`src/rtl/fetch_mem_ctrl.sv`:
```
// fetch_mem_ctrl
//   Sequencer for a simple load/store CPU. It fetches an instruction over a
//   slow asynchronous SRAM (PC -> MAR, SRAM -> MDR -> IR). It then hands
//   control to the execute unit. While the execute unit runs, it serves that
//   unit's data reads and writes. Every output is a registered decode of the
//   next state and next wait count, so each output is a clean Moore function
//   of the current state and counter.
//
// Parameters
//   WAIT_CYCLES  cycles each SRAM access holds its strobes (1..15)
//
// Ports
//   Clk          sole clock, rising edge
//   Reset        asynchronous active-low reset
//   Run, Halt    fetch permission / stop at the next instruction boundary
//   Exec_Done    execute unit finished the current instruction
//   Mem_Req      execute unit data access request (address already in MAR)
//   Mem_WE       1 = write from MDR, 0 = read into MDR
//   LDMAR/LDMDR/LDPC/LDIR  register load enables
//   PCMUX        PC source select (00 = PC+1)
//   MIOEN        1 = MDR loads from memory
//   GatePC/GateMDR  bus gates
//   CE/OE/WE     active-low SRAM strobes
//   Mem_Ack      one-cycle pulse, data access complete
//   Instr_Valid  one-cycle pulse, IR holds a new instruction
//   State        current state encoding (debug)
module fetch_mem_ctrl #(
  parameter int unsigned WAIT_CYCLES = 2
) (
  input  logic       Clk,
  input  logic       Reset,
  input  logic       Run,
  input  logic       Halt,
  input  logic       Exec_Done,
  input  logic       Mem_Req,
  input  logic       Mem_WE,
  output logic       LDMAR,
  output logic       LDMDR,
  output logic       LDPC,
  output logic       LDIR,
  output logic [1:0] PCMUX,
  output logic       MIOEN,
  output logic       GatePC,
  output logic       GateMDR,
  output logic       CE,
  output logic       OE,
  output logic       WE,
  output logic       Mem_Ack,
  output logic       Instr_Valid,
  output logic [2:0] State
);

  typedef enum logic [2:0] {
    S_IDLE = 3'd0,
    S_F1   = 3'd1,
    S_F2   = 3'd2,
    S_F3   = 3'd3,
    S_EXEC = 3'd4,
    S_RD   = 3'd5,
    S_WR   = 3'd6
  } state_e;

  typedef struct packed {
    logic       ldmar;
    logic       ldmdr;
    logic       ldpc;
    logic       ldir;
    logic [1:0] pcmux;
    logic       mioen;
    logic       gatepc;
    logic       gatemdr;
    logic       ce;
    logic       oe;
    logic       we;
    logic       mem_ack;
  } ctl_t;

  // The counter counts down to 0, so an N-cycle access loads N-1.
  localparam logic [3:0] CNT_LOAD = 4'(WAIT_CYCLES - 1);

  state_e     state_q, state_d;
  logic [3:0] cnt_q, cnt_d;
  ctl_t       ctl_q;
  logic       instr_valid_q;

  // Control word for a given state and wait count. Strobes idle high.
  function automatic ctl_t decode(input state_e s, input logic [3:0] cnt);
    ctl_t c;
    c    = '0;
    c.ce = 1'b1;
    c.oe = 1'b1;
    c.we = 1'b1;
    case (s)
      S_F1: begin
        c.gatepc = 1'b1;
        c.ldmar  = 1'b1;
        c.ldpc   = 1'b1;
      end
      S_F2: begin
        c.ce    = 1'b0;
        c.oe    = 1'b0;
        c.mioen = 1'b1;
        c.ldmdr = (cnt == 4'd0);
      end
      S_F3: begin
        c.gatemdr = 1'b1;
        c.ldir    = 1'b1;
      end
      S_RD: begin
        c.ce      = 1'b0;
        c.oe      = 1'b0;
        c.mioen   = 1'b1;
        c.ldmdr   = (cnt == 4'd0);
        c.mem_ack = (cnt == 4'd0);
      end
      S_WR: begin
        c.ce      = 1'b0;
        c.we      = 1'b0;
        c.mem_ack = (cnt == 4'd0);
      end
      default: ;
    endcase
    return c;
  endfunction

  always_comb begin
    state_d = state_q;
    cnt_d   = cnt_q;
    case (state_q)
      S_IDLE: if (Run && !Halt) state_d = S_F1;
      S_F1: begin
        state_d = S_F2;
        cnt_d   = CNT_LOAD;
      end
      S_F2: begin
        if (cnt_q == 4'd0) state_d = S_F3;
        else               cnt_d   = cnt_q - 4'd1;
      end
      S_F3: state_d = S_EXEC;
      S_EXEC: begin
        // A data request takes priority over Exec_Done. The requester keeps
        // Exec_Done asserted, and it is seen once the access returns here.
        if (Mem_Req) begin
          state_d = Mem_WE ? S_WR : S_RD;
          cnt_d   = CNT_LOAD;
        end else if (Exec_Done) begin
          state_d = (Halt || !Run) ? S_IDLE : S_F1;
        end
      end
      S_RD, S_WR: begin
        if (cnt_q == 4'd0) state_d = S_EXEC;
        else               cnt_d   = cnt_q - 4'd1;
      end
      default: begin
        state_d = S_IDLE;
        cnt_d   = 4'd0;
      end
    endcase
  end

  // Outputs are registered from the next-state decode. As a result they
  // track state_q exactly, and reset clears them together with the state.
  always_ff @(posedge Clk or negedge Reset) begin
    if (!Reset) begin
      state_q       <= S_IDLE;
      cnt_q         <= 4'd0;
      ctl_q         <= decode(S_IDLE, 4'd0);
      instr_valid_q <= 1'b0;
    end else begin
      state_q       <= state_d;
      cnt_q         <= cnt_d;
      ctl_q         <= decode(state_d, cnt_d);
      // Only a fresh fetch (F3 -> EXEC) flags a new instruction. Returning
      // to EXEC from a data access does not.
      instr_valid_q <= (state_q == S_F3) && (state_d == S_EXEC);
    end
  end

  assign LDMAR       = ctl_q.ldmar;
  assign LDMDR       = ctl_q.ldmdr;
  assign LDPC        = ctl_q.ldpc;
  assign LDIR        = ctl_q.ldir;
  assign PCMUX       = ctl_q.pcmux;
  assign MIOEN       = ctl_q.mioen;
  assign GatePC      = ctl_q.gatepc;
  assign GateMDR     = ctl_q.gatemdr;
  assign CE          = ctl_q.ce;
  assign OE          = ctl_q.oe;
  assign WE          = ctl_q.we;
  assign Mem_Ack     = ctl_q.mem_ack;
  assign Instr_Valid = instr_valid_q;
  assign State       = state_q;

endmodule

```
`config.mk`:
```
export PLATFORM = sky130hd
export DESIGN_NAME = fetch_mem_ctrl
export DESIGN_NICKNAME = d
export VERILOG_FILES = /design/src/rtl/fetch_mem_ctrl.sv
export SDC_FILE = /design/constraint.sdc
export NUM_CORES = 1
export LEC_CHECK = 0
export BUFFER_PORTS_ARGS = -buffer_cell sky130_fd_sc_hd__buf_2
export CORE_MARGIN = 3
export CORE_UTILIZATION = 30
export CTS_CLUSTER_DIAMETER = 30
export CTS_CLUSTER_SIZE = 20
export DETAILED_ROUTE_END_ITERATION = 12
export PLACE_DENSITY = 0.55
export RECOVER_POWER = 100
export SKIP_CTS_REPAIR_TIMING = 1
export SLEW_MARGIN = 30
export SYNTH_ARGS = -nofsm -noshare
export SYNTH_HDL_FRONTEND = slang
export SYNTH_SLANG_ARGS = --single-unit
```
`constraint.sdc`:
```
create_clock -name Clk -period 3.4 [get_ports Clk]
set_input_delay 0.51 -clock Clk [delete_from_list [all_inputs] [get_ports Clk]]
set_output_delay 0.51 -clock Clk [all_outputs]
set_load 0.05 [all_outputs]
```
==> flow_summary.toml <==
[run_status]
status = "completed"

[detailed_routing]
routed_via_density = 5.25
first_pass_iters = 4
final_antenna_net_count = 0
route.detailed.wl_per_inst_um = 13.8
route.final.wire_length_mm = 1.97
drc = 0
drt-initial-drc-count = 29
detailroute.via_count = 751

[clock_network]
cts_max_level = 1
worstSkewPairLatency_ns = 0.29
cts.sink_count = 16
cts_tree = "done"
numCtsBuffers = 3
clkSlewWorstSetupHoldPaths_ns = 0.10
cts_buffer_depth = 2
clock-root-buffer = "clkbuf_4"

[yosys]
synth_top_family_by_area = "compound AO/OA/AOI/OAI gates"
post_synth_and_or_nand_nor_area_fraction_pct = 20.1
proportion_of_netlist_area_held_by_the_largest_area_contributor_pct = 35.3
synth.avg_cell_area_um2 = 9.69
synth.ff_latch_count = 16
multiplexer_area_fraction_after_synthesis_pct = 0
synth_cell_types = 43
compound_gate_fraction_of_synth_area_pct = 23.5
synthFlopType = "dfrtp_1"
seq_area_frac_synth_pct = 43.9
yosys_warnings = 0
yosysTopAreaCell = "dfrtp_1"
netlist_top_cells_count = "13 x dfrtp_1, 10 x nor2_1, 6 x nand2b_1"
ys_async_sr_fraction_pct = 100
yosysMostFrequentCell = "dfrtp_1"
post_synth_instance_area_um2 = 921
yosys.area_share.adder_pct = 2.45
syn-instance-count = 95
synth.area.top_cells = "dfrtp_1 35%, dfstp_2 8.6%, buf_4 4.1%"
synth_enable_flop_cells = 0
synth_xor_xnor_area_share_pct = 0.951

[timing]
max_slew.worst_pin.slew_ns = 0.878
fmax_ghz = 0.423
worst_slew_margin_rel_pct = 41.5
finalMaxSlewViolations = 0
final.setup.worst_slack_ns = 1.04
number_of_failing_setup_endpoints_in_the_final_timing_report = 0
final.setup_skew_ns = 0.00186
final.setup.tns_ns = 0
layout_min_cycle_time_ns = 2.36
rsz_0062_raised_after_global_routing = "no"
post-route-period-util_pct = 69.5
timing_hold_violations_final = 0

[critical_path]
r2r_slack_ns = 1.04
critical_path.reg2reg.startpoint = "cnt_q[0]$_DFF_PN0_"
crit_path_max_fanout = 8
timing.critical_path.arrival_ns = 2.53
cpMaxStageDelayCell = "or3b_1"
worst_path_largest_cell_delay_ns = 0.52
setup.worst_path.end_class = "register"
timing.critical_path.cells = "inv_1 -> ha_1 -> or3b_1 -> a22o_4 -> a221oi_1 -> nor3_2"
timing.critical_path.from_type = "register"
worst_ep_required_time_ns = 3.57
critical_path_class = "register to register"
timing.critical_path.from = "cnt_q[0]$_DFF_PN0_"

[place]
gp_congestion = 0.773
dp_worst_setup_slack_ns = 1.23
dp.cells = 139
quantity_of_i_o_buffers_inserted_on_ports = 21
place.detailed.hpwl_mm = 1.47

[floorplanning]
dieHeight_um = 61.4
placeableCoreArea_um2 = 2830
row_count = 19
pin_count = 24
dieWidth_um = 61.4
dieArea_um2 = 3770
starting_density_pct = 32.6

[grt]
remaining_global_route_overflow = 0
antenna_found_initial = 0
grt_max_degree = 17
grt_pass1_wl_mm = 3.24
grt.total_usage_pct = 11.7
grt_pass1_vias = 720

[layout]
layout.filler_cells = 295
largest_reg_flops = 4
final_cells = 143
insertedDiodeCount = 0
largest_register = "cnt_q"
layout-drive-gt1-share_pct = 13.4
final_nets = 121
area.growth.synth_to_final_pct = 9.24

[worst_hold_path]
hold_path_class = "input port to async pin"

[job]
max_cap_violations = 0
## critical path, delay by kind of cell, from the launching register on
family | cells | cell delay (ns)
AND/OR/NAND/NOR | 2 | 0.61
buffers and inverters | 1 | 0.12
adder cells (fa/ha/maj) | 1 | 0.27
AO/OA/AOI/OAI | 2 | 0.79
flip-flops | 1 | 0.45
## cell families (layout without fill, tap and decap cells)
kind of cell	after synthesis	in the layout
buffers and inverters	14	30
DFF	16	16
xor gates and xnor gates	1	1
AOI/OAI and AO/OA	27	27
other	1	2
adders and majority gates	2	2
and+or+nand+nor	34	34
## final timing paths
path / depth (start not counted) / to
worst min-delay path: 1 / GateMDR$_DFF_PN0_
worst min register to register: 1 / cnt_q[2]$_DFF_PN0_
worst max register to register: 6 / LDMDR$_DFF_PN0_
worst max-delay path: 6 / LDMDR$_DFF_PN0_
min in group Clk: 2 / GatePC$_DFF_PN0_
max in group asynchronous: 1 / State[2]$_DFF_PN0_
## cells in the final DEF (no fill, tap or decap), drive strengths merged, types with 2 or more instances in the layout
cell type,instances
a21o,2
clkbuf,20
nor3,3
nand2b,6
nor2,10
a21boi,2
buf,5
a211oi,2
o22ai,2
a21oi,4
or2,2
nand3,2
o21ai,5
conb,2
nand2,5
dfstp,3
dfrtp,13
inv,5
## routing by layer
metal	share of wire [%]	vias to the layer above	global-route usage, %	wire, um
met1	43	368	13.6	857
met4	0	0	5.76	0
li1	-	361	-	-
met3	4.0	0	2.52	79
met2	52	22	20.2	1040
met5	0	-	0	0
## through the flow
| stage | utilization, % | hold slack [ns] | cell area [um^2] |
|---|---|---|---|
| after floorplan | - | 0.214 | 925 |
| after global placement | 35.6 | 0.440 | 1010 |
| after detailed placement | 35.6 | 0.446 | 1010 |
| after CTS | 36.9 | 0.120 | 1040 |
| after global routing | 35.6 | 0.380 | 1010 |
| final | 35.6 | 0.303 | 1010 |
## layout make-up
type | count | area [um^2] | share of cell area [%]
multi-input cells | 66 | 423 | 42.0
flip-flops and latches | 16 | 404 | 40.2
repair buffers | 21 | 85.1 | 8.46
well taps | 31 | 38.8 | 3.86
clock buffers | 4 | 36.3 | 3.61
inverters | 5 | 18.8 | 1.87
Power is not shown: default switching activity piles up to over one toggle a cycle in this logic, so the estimate is an artifact.
